==> src/rtl/seg_display_ctrl.sv <==
// Memory-mapped 7-segment display controller: MMIO decode, display buffering, on/off/blink/hold.
// Optional idle auto-off is compiled in when SEG_AUTO_OFF_EN is defined.
module seg_display_ctrl #(
    parameter logic [31:0] DATA_ADDR       = 32'hFFFF_FC60,
    parameter logic [31:0] CTRL_ADDR       = 32'hFFFF_FC64,
    parameter logic [31:0] STAT_ADDR       = 32'hFFFF_FC68,
    parameter int unsigned BLINK_CYCLES    = 25_000_000,
    parameter int unsigned AUTO_OFF_CYCLES = 500_000_000
) (
    input  logic        clk,
    input  logic        rst,
    input  logic        io_wen,
    input  logic        io_ren,
    input  logic [31:0] io_addr,
    input  logic [31:0] io_wdata,
    output logic [31:0] io_rdata,
    output logic [31:0] num,
    output logic        enable
);

    localparam int unsigned CW = $clog2(BLINK_CYCLES + 1);
    localparam logic [CW-1:0] CNT_LAST = CW'(BLINK_CYCLES - 1);

    typedef enum logic [1:0] {
        ST_OFF,
        ST_ON,
        ST_BLANK
    } state_t;

    state_t        state, state_next;
    logic [CW-1:0] cnt, cnt_next;
    logic [31:0]   data_reg;
    logic [2:0]    ctrl;
    logic          pending;
    logic          restart;
    logic [31:0]   rdata_next;

    logic data_sel, ctrl_sel, stat_sel;
    logic data_wr, ctrl_wr;

    assign data_sel = (io_addr == DATA_ADDR);
    assign ctrl_sel = (io_addr == CTRL_ADDR);
    assign stat_sel = (io_addr == STAT_ADDR);
    assign data_wr  = io_wen && data_sel;
    assign ctrl_wr  = io_wen && ctrl_sel;

    // Load data is taken from pre-edge register values, so a simultaneous store is not visible.
    always_comb begin
        rdata_next = '0;
        if (data_sel)
            rdata_next = data_reg;
        else if (ctrl_sel)
            rdata_next = {29'b0, ctrl};
        else if (stat_sel)
            rdata_next = {30'b0, pending, enable};
    end

`ifdef SEG_AUTO_OFF_EN
    localparam int unsigned IW = $clog2(AUTO_OFF_CYCLES + 1);
    localparam logic [IW-1:0] IDLE_MAX = IW'(AUTO_OFF_CYCLES);

    logic [IW-1:0] idle;

    always_ff @(posedge clk or negedge rst) begin
        if (!rst) begin
            idle <= '0;
        end else if (data_wr || ctrl_wr) begin
            idle <= '0;
        end else if (idle != IDLE_MAX) begin
            idle <= idle + IW'(1);
        end
    end

    logic auto_off;
    assign auto_off = !(data_wr || ctrl_wr) && (idle == IDLE_MAX - IW'(1));
`else
    logic auto_off;
    assign auto_off = 1'b0;
`endif

    always_ff @(posedge clk or negedge rst) begin
        if (!rst) begin
            data_reg <= '0;
            num      <= '0;
            ctrl     <= '0;
            pending  <= 1'b0;
            io_rdata <= '0;
            restart  <= 1'b0;
        end else begin
            restart <= ctrl_wr;
            if (io_ren)
                io_rdata <= rdata_next;
            if (data_wr) begin
                data_reg <= io_wdata;
                if (ctrl[2])
                    pending <= 1'b1;
                else
                    num <= io_wdata;
            end
            if (ctrl_wr) begin
                ctrl <= io_wdata[2:0];
                if (ctrl[2] && !io_wdata[2] && pending) begin
                    num     <= data_reg;
                    pending <= 1'b0;
                end
            end else if (auto_off) begin
                ctrl[0] <= 1'b0;
            end
        end
    end

    // FSM reacts one edge after the CTRL store, using the registered ctrl and restart flag.
    always_comb begin
        state_next = state;
        cnt_next   = cnt;
        if (!ctrl[0]) begin
            state_next = ST_OFF;
            cnt_next   = '0;
        end else if (state == ST_OFF || restart) begin
            state_next = ST_ON;
            cnt_next   = '0;
        end else begin
            case (state)
                ST_ON: begin
                    if (!ctrl[1]) begin
                        cnt_next = '0;
                    end else if (cnt == CNT_LAST) begin
                        state_next = ST_BLANK;
                        cnt_next   = '0;
                    end else begin
                        cnt_next = cnt + CW'(1);
                    end
                end
                ST_BLANK: begin
                    if (!ctrl[1] || cnt == CNT_LAST) begin
                        state_next = ST_ON;
                        cnt_next   = '0;
                    end else begin
                        cnt_next = cnt + CW'(1);
                    end
                end
                default: begin
                    state_next = ST_OFF;
                    cnt_next   = '0;
                end
            endcase
        end
    end

    always_ff @(posedge clk or negedge rst) begin
        if (!rst) begin
            state  <= ST_OFF;
            cnt    <= '0;
            enable <= 1'b0;
        end else begin
            state  <= state_next;
            cnt    <= ctrl_wr ? '0 : cnt_next;
            enable <= (state_next == ST_ON);
        end
    end

endmodule
==> config.mk <==
export PLATFORM = sky130hd
export DESIGN_NAME = seg_display_ctrl
export DESIGN_NICKNAME = d
export VERILOG_FILES = /design/src/rtl/seg_display_ctrl.sv
export SDC_FILE = /design/constraint.sdc
export NUM_CORES = 1
export LEC_CHECK = 0
export ABC_AREA = 0
export CORE_MARGIN = 1
export CORE_UTILIZATION = 45
export CTS_CLUSTER_SIZE = 12
export DETAILED_ROUTE_END_ITERATION = 6
export PLACE_DENSITY_LB_ADDON = 0.1
export SETUP_SLACK_MARGIN = 0.02
export SYNTH_ARGS = -nofsm -noshare
export SYNTH_HDL_FRONTEND = slang
export SYNTH_SLANG_ARGS = --single-unit
==> constraint.sdc <==
create_clock -name clk -period 1.99 [get_ports clk]
set_clock_uncertainty 0.2 [all_clocks]
set_input_delay 0.2985 -clock clk [delete_from_list [all_inputs] [get_ports clk]]
set_output_delay 0.2985 -clock clk [all_outputs]
set_load 0.005 [all_outputs]
==> results.toml, run 1 <==
[global_route]
use_met1_pct = 32.03
grt_pass1_wl_um = 26610
met2_usage_pct = 45.14
globalRouteMet3Util_pct = 6.747
antenna_found_initial = 0
grt_max_degree = 66
grt_pass1_vias = 5333
track_usage_pct = 26.66
grt_overflow_total = 0
busiest_layer = "met2"

[sta]
fin_crit_ns = 2.252
finalHoldViolCount = 0
finalCritPeriodShare_pct = 113.2
holdWs_ns = 0.03124
max_slew_margin_pct = 63.71
fmax_mhz = 444.1
setup_viol = 85
rsz0062_at_grt = "true"
worst_pin_slew_ns = 0.5368
fin_ws_ns = -0.2620
slew_viol_final = 0

[run_status]
status = "finished, violations left"
failed_checks = "negative setup slack"

[floorplan]
dieArea_sq_um = 13230
core_area_sq_um = 12210
die_h_um = 115.0
start_util_pct = 47.08
die_w_um = 115.0
io_pins = 133
rows = 40

[routing]
vias_per_cell = 5.566
first_pass_iters = 5
totalWireLength_um = 17140
detail-route-antenna-nets = 0
vias = 5032
wire_per_inst_um = 18.96
drc = 0
drt-initial-drc-count = 341

[clock_tree]
cts_root_buffer = "clkbuf_16"
cts_max_level = 4
cts_tree = "built"
clkLatencyLatePin_ns = 0.41
cts_buffers = 17
clk_pin_slew_ns = 0.06
ctsLongestPathBuffers = 2
cts_sinks = 129

[critical_path]
path_class = "input pin to flip-flop"
endpoint_kind = "flip-flop"
crit_arrival_ns = 2.35
worstReg2RegStart = "cnt[8]"
path_max_fanout = 5
startpoint_type = "input pin"
crit_start = "io_addr[7]"
required_ns = 2.09

[synthesis]
yosys-mux-area-fraction_pct = 8.857
synth_edf_count = 0
netlist_top_cells_area = "dfrtp_1 56%, mux2_4 5.2%, nor2_1 4.4%"
synth.distinct_cells = 46
yosys.area.top_type = "dfrtp_1"
synth_top_family_by_area = "simple AND/OR/NAND/NOR gates"
syn_area_sq_um = 5749
ys_seq_area_share_pct = 56.15
postSynth.asyncResetShare_pct = 100.0
synth-compound-area-share_pct = 11.97
synth_seq_cells = 129
synth_top_area_share_pct = 56.15
yosys.area_share.simple_pct = 15.60
ys.warnings.count = 0
synthAdderAreaFrac_pct = 0.8705
synth_top_flop_cell = "dfrtp_1"
synth_cells = 519
syn_nets = 591
synth-xor-area-share_pct = 3.504
postSynthAreaPerCell_sq_um = 11.08

[job]
maxCapViolCount = 0

[layout]
multiInputGateArea_sq_um = 2805
stdcell_area_sq_um = 9160
layout.nets = 795
area_growth_pct = 59.33
nFillCells = 865
regArea_sq_um = 3228
drive_gt1_share_pct = 28.80
diodes = 0

[power_and_ir_drop]
p_leak_nw = 4.031
cellPowerDensity_nw_per_um2 = 680.0
ir_drop_mv = 0.6506

[placement]
gp_congestion = 0.8052
dpl.hpwl_um = 10050
place_area_sq_um = 7714
port_buffers = 132

[hold_path]
hold_class = "input pin to asynchronous set/reset pin"
==> what timing repair did <==
action,in CTS,in global routing
cloned,7,2
pin swaps,39,14
endpoints found under the setup margin,128,125
buffers inserted,13,5
resized for setup,83,40
endpoints found under the hold margin,129,0
hold buffers,1,0
==> kinds of logic (layout without fill, tap and decap cells) <==
group                    count (synthesis)  after routing
multiplexers                            39             39
XOR/XNOR                                23             23
AND/OR/NAND/NOR                        183            183
buffers and inverters                   38            255
AO/OA/AOI/OAI                          103            103
flip-flops                             129            129
adder cells (fa/ha/maj)                  4              4
==> worst paths after layout <==
kind	cells after the start	slack [ns]	to
min in group clk	1	0.31	io_rdata[7]
setup reg to reg	6	-0.02	cnt[23]
max in group asynchronous	3	1.01	cnt[14]
setup / recovery	8	-0.26	data_reg[23]
hold reg to reg	1	0.31	io_rdata[7]
hold / removal	2	0.03	data_reg[4]
==> synthesized netlist by cell type, types with 9 or more instances <==
cell	instances
clkbuf_1	17
mux2_1	9
a21oi_1	34
mux2_4	20
a31oi_1	31
xnor2_1	19
dfrtp_1	129
nor2_1	68
nand2_1	47
inv_1	9
a22o_1	29
nand3_1	12
nand4_1	13
==> per-layer routing <==
layer / routed length, um / vias to the layer above / part of all wire, %
met5: 0 / - / 0
met4: 380 / 0 / 2.2
met3: 971 / 31 / 5.7
met2: 8801 / 175 / 51
met1: 6984 / 2547 / 41
li1: - / 2279 / -
==> critical path: stages <==
cell	delay, ns
buf_6	0.09
or4b_4	0.52
or4_4	0.46
nor4_4	0.25
buf_6	0.21
buf_12	0.12
buf_16	0.11
mux2_4	0.29
==> per-stage QoR <==
| stage | utilization (%) | setup slack (ns) | power, W | instances | setup TNS, ns |
|---|---|---|---|---|---|
| after floorplan | - | -0.5682 | 0.002706 | 519 | -42.50 |
| after global placement | 63.17 | -1.032 | 0.002940 | 845 | -102.10 |
| after detailed placement | 63.17 | -1.073 | 0.002944 | 845 | -108.26 |
| after CTS | 72.38 | -0.2689 | 0.006244 | 898 | -13.18 |
| after global routing | 75.01 | -0.3011 | 0.006413 | 904 | -17.97 |
| final | 75.01 | -0.2620 | 0.006229 | 904 | -12.21 |
==> cell type report <==
type | count | share of cell area, %
multi-input combinational | 352 | 30.62
inverter | 10 | 0.4098
tap | 168 | 2.295
clock buffer | 19 | 4.945
sequential | 129 | 35.24
clock inverter | 13 | 2.008
timing repair buffer | 213 | 24.48
==> cell usage in the layout, fill, tap and decap left out, types with 6 or more instances in the layout <==
master           count
buf_6                6
nand2_1             46
a21oi_1             19
inv_1                9
buf_4               54
a31oi_1             18
a21oi_2             14
clkbuf_16           19
nand4_1             13
clkdlybuf4s50_1    101
a31oi_4             13
buf_12              12
a22o_1              29
dlygate4sd2_1       26
mux2_4              32
xnor2_1             19
nor2_1              61
dfrtp_1            129
nand3_1             11
==> power by group <==
part	switching [W]	internal, W	total (W)
Combinational	0.000143	0.000134	0.000277
Clock	0.00117	0.00216	0.00333
Sequential	0.0000000000105	0.00262	0.00262
Total	0.00131	0.00492	0.00623
(Power assumes the default switching activity.)
==> run 2, diff against run 1 <==
--- a/config.mk
+++ b/config.mk
@@ -7,7 +7,9 @@
 export LEC_CHECK = 0
 export ABC_AREA = 0
 export CORE_MARGIN = 1
-export CORE_UTILIZATION = 45
+export CORE_UTILIZATION = 47
+export CTS_BUF_LIST = sky130_fd_sc_hd__clkbuf_8
+export CTS_CLUSTER_DIAMETER = 40
 export CTS_CLUSTER_SIZE = 12
 export DETAILED_ROUTE_END_ITERATION = 6
 export PLACE_DENSITY_LB_ADDON = 0.1
==> results.toml, run 2 (synthesized netlist as in run 1, its figures left out) <==
[run_status]
status = "finished, violations left"
failed_checks = "design-rule violations, negative setup slack"

[power_and_ir_drop]
cellPowerDensity_nw_per_um2 = 584.6
ir_drop_mv = 0.3721
p_sw_w = 0.001190
power_frac_comb_pct = 5.4
p_leak_nw = 3.973
clock_power_share_pct = 43.1
p_int_w = 0.003902
design_power_total_w = 0.005092
swShare_pct = 23.38
share_seq_of_total_power_pct = 51.5

[routing]
detail-route-antenna-nets = 0
vias_per_cell = 5.604
totalWireLength_um = 16410
drc = 1
drt-initial-drc-count = 252
first_pass_iters = 6
vias = 5010
wire_per_inst_um = 18.36

[sta]
fmax_mhz = 419.4
finalHoldViolCount = 0
fin_ws_ns = -0.3943
slew_viol_final = 0
rsz0062_at_grt = "true"
max_slew_margin_pct = 67.75
finalCritPeriodShare_pct = 119.8
fin_crit_ns = 2.384
setup_viol = 97
worst_pin_slew_ns = 0.4837

[layout]
nFillCells = 864
layout.nets = 806
area_growth_pct = 51.51
stdcell_area_sq_um = 8711
diodes = 0
drive_gt1_share_pct = 25.30
layout_commonest_cell = "dfrtp_1"
layout_common_cells = "129 x dfrtp_1, 115 x clkdlybuf4s50_1, 67 x nor2_1"

[placement]
place_area_sq_um = 7712
gp_congestion = 0.7933
port_buffers = 132
dpl.hpwl_um = 10210

[floorplan]
core_area_sq_um = 11960
dieArea_sq_um = 12680
rows = 40
start_util_pct = 48.06
io_pins = 133
die_h_um = 112.6
die_w_um = 112.6

[critical_path]
r2r_slack_ns = 0.01
path_class = "input pin to flip-flop"
path_buf_inv = 4
required_ns = 2.11
crit_end = "data_reg[6]"
r2r_cells = 6
endpoint_kind = "flip-flop"
crit_arrival_ns = 2.51
path_cells = "buf_6 -> or4b_4 -> or4_4 -> nor4_4 -> buf_6 -> buf_12 -> buf_12 -> mux2_4"
path_max_fanout = 6
r2r-end = "enable"
path_depth = 8
startpoint_type = "input pin"
critPathTopFamily = "simple AND/OR/NAND/NOR gates"
cp_slowest_cell = "or4_4"
slowest_delay_ns = 0.55
worstReg2RegStart = "state[1]"
crit_start = "io_addr[7]"

[global_route]
grt_pass1_vias = 5127
grt_max_degree = 93
track_usage_pct = 26.08
grt_overflow_total = 0
antenna_found_initial = 0
grt_pass1_wl_um = 25520

[clock_tree]
cts_sinks = 129
cts_max_level = 4
clk_pin_slew_ns = 0.07
clkLatencyLatePin_ns = 0.45
cts_buffers = 17
cts_root_buffer = "clkbuf_8"
ctsLongestPathBuffers = 2
cts_tree = "built"

[hold_path]
hold_class = "input pin to asynchronous set/reset pin"

[job]
maxCapViolCount = 0
==> run 2: worst min path at each step <==
stage                     cells past startpoint  slack, ns     endpoint  startpoint
after CTS                                     3       0.26  io_rdata[1]      io_ren
after global routing                          3       0.28  io_rdata[5]         rst
after floorplan                               0      -0.20       cnt[0]         rst
final                                         3       0.26  io_rdata[5]         rst
after global placement                        1      -0.10  io_rdata[3]         rst
after detailed placement                      1      -0.11  io_rdata[3]         rst
==> run 2: routing by layer <==
layer | vias up | GRT usage, % | share of wire, % | routed length, um
met3 | 37 | 5.886 | 4.3 | 706
met2 | 155 | 44.36 | 52 | 8484
li1 | 2286 | - | - | -
met4 | 0 | 10.84 | 2.4 | 388
met1 | 2532 | 32.08 | 42 | 6831
met5 | - | 0 | 0 | 0
==> run 2: metrics by stage <==
stage | hold WS [ns] | setup slack [ns] | TNS, ns | utilization (%) | cells
floorplan | -0.1971 | -0.5682 | -42.50 | - | 519
global placement | -0.1042 | -0.9619 | -97.30 | 64.48 | 832
detailed placement | -0.1050 | -1.013 | -99.08 | 64.48 | 832
CTS | 0.2595 | -0.3463 | -22.40 | 70.12 | 881
global route | 0.2763 | -0.4107 | -27.43 | 72.82 | 894
finish | 0.2597 | -0.3943 | -21.75 | 72.82 | 894
==> run 2: power groups by stage <==
stage	Clock (W)	Combinational (W)	Sequential [W]
detailed placement	0	0.000268	0.00267
floorplan	0	0.0000339	0.00267
CTS	0.00222	0.000275	0.00262
global route	0.00236	0.000297	0.00262
finish	0.00220	0.000277	0.00262
global placement	0	0.000266	0.00267
==> run 2: what timing repair did <==
action,in CTS,in global routing
hold buffers,2,0
endpoints found under the setup margin,125,127
hold endpoints to repair,129,0
cloned,5,3
gates resized for setup,39,45
buffers inserted,11,13
pin swaps,29,23
==> run 2: area by class of cell <==
type,count,area (sq um),area share [%]
inverters,10,37.54,0.4309
clock inverters,14,141.4,1.623
multi-input cells,352,2535,29.10
repair buffers,224,2337,26.83
flip-flops and latches,129,3228,37.06
well taps,147,183.9,2.111
clock buffers,18,247.7,2.844
==> run 2: worst register-to-register path: stages, from the launching register on <==
cell	delay, ns
dfrtp_1	0.36
inv_1	0.07
ha_2	0.19
o21a_1	0.20
or3b_2	0.45
o221a_4	0.25
nor3b_4	0.14
==> run 3, diff against run 2 <==
--- a/config.mk
+++ b/config.mk
@@ -12,6 +12,7 @@
 export CTS_CLUSTER_DIAMETER = 40
 export CTS_CLUSTER_SIZE = 12
 export DETAILED_ROUTE_END_ITERATION = 6
+export GPL_ROUTABILITY_DRIVEN = 0
 export PLACE_DENSITY_LB_ADDON = 0.1
 export SETUP_SLACK_MARGIN = 0.02
 export SYNTH_ARGS = -nofsm -noshare
==> results of run 3 <==
The final DEF is identical to that of run 2; final timing and power are the same.
